## src/rtl/crc_stream_engine_if.sv

```systemverilog
`default_nettype none
// ============================================================================
//  Module   : crc_stream_engine_if
//  Brief    : Beat-stream and result bundle for crc_stream_engine.
//  Revision : 1.0  initial release
// ============================================================================
interface crc_stream_engine_if #(
    parameter int unsigned CRC_W  = 8,
    parameter int unsigned DATA_W = 8
);
    logic              start;
    logic [CRC_W-1:0]  exp_crc;
    logic              in_valid;
    logic              in_ready;
    logic [DATA_W-1:0] in_data;
    logic              in_last;
    logic              busy;
    logic              crc_valid;
    logic [CRC_W-1:0]  crc_out;
    logic              crc_match;

    modport master (
        output start, exp_crc, in_valid, in_data, in_last,
        input  in_ready, busy, crc_valid, crc_out, crc_match
    );

    modport slave (
        input  start, exp_crc, in_valid, in_data, in_last,
        output in_ready, busy, crc_valid, crc_out, crc_match
    );
endinterface
`default_nettype wire

```

## src/rtl/crc_stream_engine.sv

```systemverilog
`default_nettype none
// ============================================================================
//  Module   : crc_stream_engine
//  Brief    : Streaming CRC generator/checker, one DATA_W-bit beat per cycle.
//             Optional zero-augmentation flush enabled by macro CRC_AUGMENT_EN.
//  Revision : 1.0  initial release
// ============================================================================
module crc_stream_engine #(
    parameter int unsigned      CRC_W  = 8,
    parameter logic [CRC_W-1:0] POLY   = CRC_W'(8'h55),
    parameter logic [CRC_W-1:0] INIT   = '0,
    parameter int unsigned      DATA_W = 8
) (
    input  wire                  clk,
    input  wire                  rst_n,
    crc_stream_engine_if.slave   bus
);

    typedef enum logic [1:0] {
        S_IDLE  = 2'd0,
        S_ACCUM = 2'd1,
        S_FLUSH = 2'd2,
        S_DONE  = 2'd3
    } state_t;

    state_t            state_q;
    logic [CRC_W-1:0]  crc_q;
    logic [CRC_W-1:0]  exp_q;
    logic              ready_q;
    logic              busy_q;
    logic              valid_q;
    logic              match_q;
    logic [CRC_W-1:0]  crc_beat_d;
    logic              w_xfer;

`ifdef CRC_AUGMENT_EN
    localparam int unsigned CNT_W = $clog2(CRC_W + 1);
    logic [CNT_W-1:0]  cnt_q;
    logic [CRC_W-1:0]  crc_zero_d;

    assign crc_zero_d = {crc_q[CRC_W-2:0], 1'b0} ^ (crc_q[CRC_W-1] ? POLY : '0);
`endif

    // start wins over any beat offered in the same cycle.
    assign bus.in_ready  = ready_q & ~bus.start;
    assign w_xfer        = bus.in_valid & bus.in_ready;

    assign bus.busy      = busy_q;
    assign bus.crc_valid = valid_q;
    assign bus.crc_match = match_q;
    assign bus.crc_out   = crc_q;

    always_comb begin
        crc_beat_d = crc_q;
        for (int i = int'(DATA_W) - 1; i >= 0; i--) begin
            crc_beat_d = {crc_beat_d[CRC_W-2:0], bus.in_data[i]}
                       ^ (crc_beat_d[CRC_W-1] ? POLY : '0);
        end
    end

    always_ff @(posedge clk) begin
        if (!rst_n) begin
            state_q <= S_IDLE;
            crc_q   <= INIT;
            exp_q   <= '0;
            ready_q <= 1'b0;
            busy_q  <= 1'b0;
            valid_q <= 1'b0;
            match_q <= 1'b0;
`ifdef CRC_AUGMENT_EN
            cnt_q   <= '0;
`endif
        end else if (bus.start) begin
            state_q <= S_ACCUM;
            crc_q   <= INIT;
            exp_q   <= bus.exp_crc;
            ready_q <= 1'b1;
            busy_q  <= 1'b1;
            valid_q <= 1'b0;
            match_q <= 1'b0;
        end else begin
            case (state_q)
                S_ACCUM: begin
                    if (w_xfer) begin
                        crc_q <= crc_beat_d;
                        if (bus.in_last) begin
                            ready_q <= 1'b0;
`ifdef CRC_AUGMENT_EN
                            state_q <= S_FLUSH;
                            cnt_q   <= CNT_W'(CRC_W);
`else
                            state_q <= S_DONE;
                            busy_q  <= 1'b0;
                            valid_q <= 1'b1;
                            match_q <= (crc_beat_d == exp_q);
`endif
                        end
                    end
                end
`ifdef CRC_AUGMENT_EN
                // One zero bit per cycle; the final shift lands with crc_valid.
                S_FLUSH: begin
                    crc_q <= crc_zero_d;
                    cnt_q <= cnt_q - 1'b1;
                    if (cnt_q == CNT_W'(1)) begin
                        state_q <= S_DONE;
                        busy_q  <= 1'b0;
                        valid_q <= 1'b1;
                        match_q <= (crc_zero_d == exp_q);
                    end
                end
`endif
                default: begin
                end
            endcase
        end
    end

endmodule
`default_nettype wire

```

## src/flat_wrapper.sv

```systemverilog
// flat-port wrapper written by rule: the top's interface ports become plain ports
module crc_stream_engine_flat 
#(
    parameter int unsigned      CRC_W  = 8,
    parameter logic [CRC_W-1:0] POLY   = CRC_W'(8'h55),
    parameter logic [CRC_W-1:0] INIT   = '0,
    parameter int unsigned      DATA_W = 8
)
  (clk, rst_n, bus_start, bus_exp_crc, bus_in_valid, bus_in_data, bus_in_last, bus_in_ready, bus_busy, bus_crc_valid, bus_crc_out, bus_crc_match);
  crc_stream_engine_if #(.CRC_W(CRC_W), .DATA_W(DATA_W)) bus_i ();
  input  wire clk;
  input  wire rst_n;
  input wire logic [$bits(bus_i.start)-1:0] bus_start;
  input wire logic [$bits(bus_i.exp_crc)-1:0] bus_exp_crc;
  input wire logic [$bits(bus_i.in_valid)-1:0] bus_in_valid;
  input wire logic [$bits(bus_i.in_data)-1:0] bus_in_data;
  input wire logic [$bits(bus_i.in_last)-1:0] bus_in_last;
  output wire logic [$bits(bus_i.in_ready)-1:0] bus_in_ready;
  output wire logic [$bits(bus_i.busy)-1:0] bus_busy;
  output wire logic [$bits(bus_i.crc_valid)-1:0] bus_crc_valid;
  output wire logic [$bits(bus_i.crc_out)-1:0] bus_crc_out;
  output wire logic [$bits(bus_i.crc_match)-1:0] bus_crc_match;
  assign bus_i.start = bus_start;
  assign bus_i.exp_crc = bus_exp_crc;
  assign bus_i.in_valid = bus_in_valid;
  assign bus_i.in_data = bus_in_data;
  assign bus_i.in_last = bus_in_last;
  assign bus_in_ready = bus_i.in_ready;
  assign bus_busy = bus_i.busy;
  assign bus_crc_valid = bus_i.crc_valid;
  assign bus_crc_out = bus_i.crc_out;
  assign bus_crc_match = bus_i.crc_match;
  crc_stream_engine #(.CRC_W(CRC_W), .POLY(POLY), .INIT(INIT), .DATA_W(DATA_W)) u_core (.clk(clk), .rst_n(rst_n), .bus(bus_i));
endmodule
```

## config.mk

```make
export PLATFORM = sky130hd
export DESIGN_NAME = crc_stream_engine_flat
export DESIGN_NICKNAME = d
export VERILOG_FILES = /design/src/rtl/crc_stream_engine_if.sv /design/src/rtl/crc_stream_engine.sv /design/src/flat_wrapper.sv
export SDC_FILE = /design/constraint.sdc
export NUM_CORES = 1
export LEC_CHECK = 0
export BUFFER_PORTS_ARGS = -buffer_cell sky130_fd_sc_hd__buf_4
export CAP_MARGIN = 0
export CORE_ASPECT_RATIO = 1.1
export CORE_UTILIZATION = 39
export CTS_BUF_LIST = sky130_fd_sc_hd__clkbuf_16
export CTS_CLUSTER_SIZE = 20
export DETAILED_ROUTE_END_ITERATION = 6
export GPL_TIMING_DRIVEN = 0
export PLACE_DENSITY_LB_ADDON = 0.08
export SYNTH_ARGS = -nofsm -noshare
export SYNTH_HDL_FRONTEND = slang
export SYNTH_SLANG_ARGS = --single-unit
```

## constraint.sdc

```tcl
create_clock -name clk -period 2.3 [get_ports clk]
set_input_delay 0.46 -clock clk [delete_from_list [all_inputs] [get_ports clk]]
set_output_delay 0.46 -clock clk [all_outputs]
set_load 0.05 [all_outputs]
```

# Word-level counts from Yosys, hierarchy flattened
# Cells that the tools add are included.
[word_totals] reg_bits=20
[classes] n_bitwise=12 muxes=16 reduce_logical=7 n_eq_ne=2
[op_table] operator="bitwise XOR 8 bit" count=8
[op_table] operator="2-to-1 mux 7 bit" count=8
[op_table] operator="equality test 8 bit" count=1
[op_table] operator="2-to-1 mux 1 bit" count=8
[op_table] operator="AND reduction 3 bit" count=2
[op_table] operator="nonzero test 2 bit" count=3
[op_table] operator="AND 1 bit" count=2
[op_table] operator="equality test 2 x 1 -> 1 bit, second input constant" count=1
[op_table] operator="inverter 1 bit" count=2
[op_table] operator="AND reduction 2 bit" count=1
[op_table] operator="OR reduction 2 bit" count=1

# Logic depth before layout (Yosys ltp)
[depth] depth_word=17 mapped_depth=6 ltp_nobuf=5

# Worst setup path before layout
# Ideal clock, no wire load.
[synth_timing] path_type="flip-flop to flip-flop" start="reg u_core.ready_q" end="reg u_core.crc_q[0], in the netlist u_core.bus.crc_out[0]" setup_time_ns=0.115 arrival_ns=2.281 setup_slack_ns=-0.096 path_buffers=1 path_stages_with_launch=7 t_required_ns=2.185 cell_sequence="dfxtp_1 -> nor2b_1 -> and4_1 -> buf_2 -> nor2b_1 -> xnor2_1 -> nor2_1"
[synth_via] elab_chain_len=3
[synth_rtl] element="from (decl)" line_no="crc_stream_engine.sv:29" rtl="logic ready_q;"
[synth_rtl] element="from (signal assigned)" line_no="crc_stream_engine.sv:66" rtl="ready_q <= 1'b0;"
[synth_rtl] element="from (signal assigned)" line_no="crc_stream_engine.sv:77" rtl="ready_q <= 1'b1;"
[synth_rtl] element="from (signal assigned)" line_no="crc_stream_engine.sv:87" rtl="ready_q <= 1'b0;"
[synth_rtl] element="AND 1 bit" line_no="crc_stream_engine.sv:45" rtl="assign bus.in_ready = ready_q & ~bus.start;"
[synth_rtl] element="named net bus_in_ready" line_no="flat_wrapper.sv:18" rtl="output wire logic [$bits(bus_i.in_ready)-1:0] bus_in_ready;"
[synth_rtl] element="AND 1 bit" line_no="crc_stream_engine.sv:46" rtl="assign w_xfer = bus.in_valid & bus.in_ready;"
[synth_rtl] element="AND reduction 2 bit (no line)"
[synth_rtl] element="to (signal assigned)" line_no="crc_stream_engine.sv:85" rtl="crc_q <= crc_beat_d;"
[synth_rtl] element="to (decl)" line_no="crc_stream_engine.sv:27" rtl="logic [CRC_W-1:0] crc_q;"
# The timed path passes the listed nets, and every way through them passes these cells.
# A chain may end at the register's enable or synchronous reset.

# Worst setup path in the final report
[layout_timing] start="reg u_core.crc_q[4], in the netlist u_core.bus.crc_out[4]" end="reg u_core.match_q, in the netlist u_core.bus.crc_match"
[layout_via] elab_chain_len=12
[layout_rtl] element="bitwise XOR 8 bit (*) (3 in a row)" line_no="crc_stream_engine.sv:57" rtl="^ (crc_beat_d[CRC_W-1] ? POLY : '0);"
[layout_rtl] element="2-to-1 mux 7 bit (*)" line_no="crc_stream_engine.sv:57"
[layout_rtl] element="bitwise XOR 8 bit (*) (2 in a row)" line_no="crc_stream_engine.sv:57"
[layout_rtl] element="2-to-1 mux 7 bit" line_no="crc_stream_engine.sv:57"
[layout_rtl] element="bitwise XOR 8 bit (*) (2 in a row)" line_no="crc_stream_engine.sv:57"
[layout_rtl] element="2-to-1 mux 7 bit" line_no="crc_stream_engine.sv:57"
[layout_rtl] element="bitwise XOR 8 bit (*)" line_no="crc_stream_engine.sv:57"
[layout_rtl] element="equality test 8 bit (*)" line_no="crc_stream_engine.sv:95" rtl="match_q <= (crc_beat_d == exp_q);"
[layout_rtl] element="to (signal assigned)" line_no="crc_stream_engine.sv:95"
[layout_rtl] element="to (decl)" line_no="crc_stream_engine.sv:32" rtl="logic match_q;"
# Mark *: on every way between the ends. The rest lies on a longest branch, timed or not.

==> summary.md <==
| Metric | Value |
|---|---|
| Layout overhead on the synthesized area | `34.7%` |
| Chip Width | `roughly 51 µm` |
| Count of final hold-check violations | `0` |
| Placed wire-length estimate | `1410 µm` |
| Row cnt | `19` |
| Initial Utilization | `0.412` |
| Maximum vdd drop | `0.000470 V` |
| Worst Setup End Kind | `register` |
| Combined area of all synthesized cells | `0.00104 mm²` |
| Min-Delay Startpoint | `bus_exp_crc[5]` |
| Top-Level Pins | `33` |
| Path type of the worst min-delay path | `in -> reg` |
| Global route total overflow | `0` |
| Top cell family by delay on the critical path | `compound AO/OA/AOI/OAI gates` |
| Required time at the worst-slack endpoint | `2.49 ns` |
| Number of diodes added for antenna fixing | `0` |
| Status | `finished clean` |
| Ys Warns | `0` |
| Number of nets in the synthesized netlist | `between 100 and 150` |
| Gates resized, CTS repair | `0` |
| R2R depth | `5` |
| Total Nets Final | `approximately 160` |
| Startpoint Class | `register` |
| Clock sink total | `20` |
| CP max FO | `4` |
| Antenna violations before repair | `0` |
| Post-Syn Area per Cell | `about 10 µm²` |
| Worst clock skew | `between 0.003 and 0.004 ns` |
| Most frequent standard cell in the layout excluding fill and tap cells | `sky130_fd_sc_hd__buf_4` |
| Critical-path cell list | `xnor2_1 -> o21ai_0 -> or4_1 -> a2111o_1 -> o21ai_2` |
| RSZ-0062 raised after global routing | `false` |
| Drc violations | `0` |
| Critical path class | `reg -> reg` |
| Port buffer count | `32` |
| Fraction of layout cells with a size suffix above 1 | `0.336` |
| Worst stage delay on the critical path | `0.42 ns` |
| Clock latency reported for the late side of the worst-skew pair | `between 0.2 and 0.3 ns` |
| Top library cells by usage in the layout, fill and taps aside | `sky130_fd_sc_hd__buf_4 (32), sky130_fd_sc_hd__dfxtp_1 (20), sky130_fd_sc_hd__xnor2_1 (14)` |
| Total Power Consumption | `roughly 0.00084 W` |
| Max-Slew Margin vs Limit | `0.715` |
| Global routing usage summed across all routing layers | `0.143` |
| Final number of setup-violating endpoints | `0` |
| Arr. time, crit path | `1.99 ns` |
| Worst Max-Slew Pin Slew | `approximately 0.42 ns` |
| Max-cap violation count | `0` |
| Worst hold endpoint | `u_core.exp_q[5]$_SDFFE_PN0P_` |
| Sum of routed wire length over all layers | `around 1800 µm` |
| Final min period | `1.80 ns` |
| Worst flop-to-flop path startpoint | `u_core.bus.crc_out[4]$_SDFFE_PP0P_` |
| Number of buffers added by the clock tree synthesis step | `3` |
| Antenna violation net count after detailed routing | `0` |
| Highest clock rate | `0.556 GHz` |
| FF-to-FF setup slack | `0.50 ns` |
| Gate count after technology mapping | `just over 100` |
| Cell area power density | `603 mW/mm²` |
| Routed via count | `760` |
| Count of pins over their slew limit | `0` |
| Drt first-iter violations | `5` |
| Master cell of the clock root buffer | `sky130_fd_sc_hd__clkbuf_16` |
| First-pass GRT wire length | `~3000 µm` |
| Flop and latch count out of synthesis | `20` |
| Pre-CTS WS | `between 0.2 and 0.3 ns` |
| Via-per-instance ratio | `4.52` |
| Maximum level of the CTS H-tree | `1` |
| Vias in the first global route | `712` |
| Number of detailed-route iterations in the first pass | `4` |
| Clock-pin slew on the worst setup and hold paths | `roughly 0.060 ns` |
| Setup Buffers After CTS | `0` |
| Reg2reg end | `u_core.bus.crc_match$_SDFFE_PP0P_` |
| Number of hold-repair buffers added at the cts stage | `0` |
| Critical-path cell with the highest stage delay | `sky130_fd_sc_hd__or4_1` |
| Number of different library cells in the post-synthesis netlist | `28` |
| Number of buffers between clock root and the deepest sink | `2` |
| Leakage power total | `roughly 0.57 nW` |
| Final critical-path setup slack | `0.502 ns` |
| Total negative slack | `0 ns` |
| Hold path depth | `3` |
| Number of buffers and inverters on the critical path | `0` |
| Routed length per placed instance | `10.9 µm` |
| Die height | `approximately 56 µm` |
| Clock tree from TritonCTS | `built` |
| Weighted congestion at the end of routability-driven global placement | `0.730` |
| Full die area | `0.00287 mm²` |
| Largest net degree at the start of global routing | `12` |
| Final critical-path share of the clock period | `0.782` |
| Area inside the core boundary | `around 0.0025 mm²` |
| Share of synthesized area occupied by flip-flops and latches | `0.386` |
-- metrics by stage --
stage               utilization  cell area, µm²  hold slack [ns]  std cells
detailed placement        0.523            1320            0.464        164
floorplan                     -            1040            0.433        101
global route              0.555            1400            0.494        168
global placement          0.523            1320            0.457        164
CTS                       0.555            1400            0.461        168
finish                    0.555            1400            0.460        168
-- sequential cells by signal (all words and copies together), names as in the netlist --
name / cells
u_core.bus.crc_out: 8
u_core.exp_q: 8
u_core.state_q: 2
u_core.bus.crc_match: 1
u_core.ready_q: 1
-- worst max-delay path by stage --
stage                                       startpoint                                 end  slack [ns]  depth (start not counted)
floorplan                  u_core.ready_q$_SDFFE_PN0P_  u_core.bus.crc_out[0]$_SDFFE_PP0P_        0.16                          6
global placement                        bus_in_data[2]   u_core.bus.crc_match$_SDFFE_PP0P_        0.27                          6
detailed placement                      bus_in_data[2]   u_core.bus.crc_match$_SDFFE_PP0P_        0.26                          6
CTS                 u_core.bus.crc_out[4]$_SDFFE_PP0P_   u_core.bus.crc_match$_SDFFE_PP0P_        0.47                          5
global route        u_core.bus.crc_out[4]$_SDFFE_PP0P_   u_core.bus.crc_match$_SDFFE_PP0P_        0.37                          5
finish              u_core.bus.crc_out[4]$_SDFFE_PP0P_   u_core.bus.crc_match$_SDFFE_PP0P_        0.50                          5
-- cell usage after synthesis, drive strengths merged --
library cell | number | area [µm²]
a211oi | 2 | 15.0
and4 | 1 | 8.76
and2 | 1 | 7.51
mux2i | 13 | 130
o21a | 1 | 7.51
dfxtp | 20 | 400
a21oi | 2 | 10.0
xor2 | 5 | 43.8
o21ai | 2 | 13.8
inv | 2 | 7.51
buf | 2 | 16.3
nor2b | 11 | 68.8
nand2 | 2 | 7.51
a2111o | 1 | 11.3
clkbuf | 4 | 28.8
nand2b | 1 | 6.26
nor2 | 10 | 37.5
nand4b | 1 | 8.76
or4 | 1 | 7.51
a311o | 1 | 11.3
xnor2 | 17 | 183
nand4 | 1 | 6.26
-- tightest hold or removal path, delay by kind of cell --
kind	cells	cell delay [ns]
buf+inv	1	0.08
mux	1	0.05
simple gates	1	0.09
-- routing by layer --
layer  global-route usage  wire length, µm  share of wire  vias to the layer above
met4               0.0714               42          0.023                        0
met5                    0                0              0                        -
met1                0.196              927           0.51                      330
li1                     -                -              -                      407
met2                0.199              780           0.43                       18
met3               0.0410               75          0.041                        5
-- kinds of logic after synthesis --
group	Yosys count	share of synthesized area
AO/OA/AOI/OAI	9	0.0663
XOR/XNOR	22	0.218
buffers and inverters	8	0.0507
flip-flops	20	0.386
multiplexers	13	0.125
AND/OR/NAND/NOR	29	0.153
-- report_power, final --
group | internal [W] | switching, W
Combinational | 0.0000654 | 0.0000522
Clock | 0.000232 | 0.000127
Sequential | 0.000358 | 0.00000858
Total | 0.000655 | 0.000187
-- area by class of cell --
| type | count | area, µm² |
|---|---|---|
| Fill cell | 248 | 1120 |
| Multi-Input combinational cell | 73 | 587 |
| Sequential cell | 20 | 400 |
| Timing Repair Buffer | 32 | 240 |
| Clock buffer | 3 | 75.1 |
| Buffer | 6 | 45.0 |
| Tap cell | 31 | 38.8 |
| Inverter | 2 | 7.51 |
| Clock inverter | 1 | 3.75 |
Note: power is estimated with default switching activity, not from simulation.
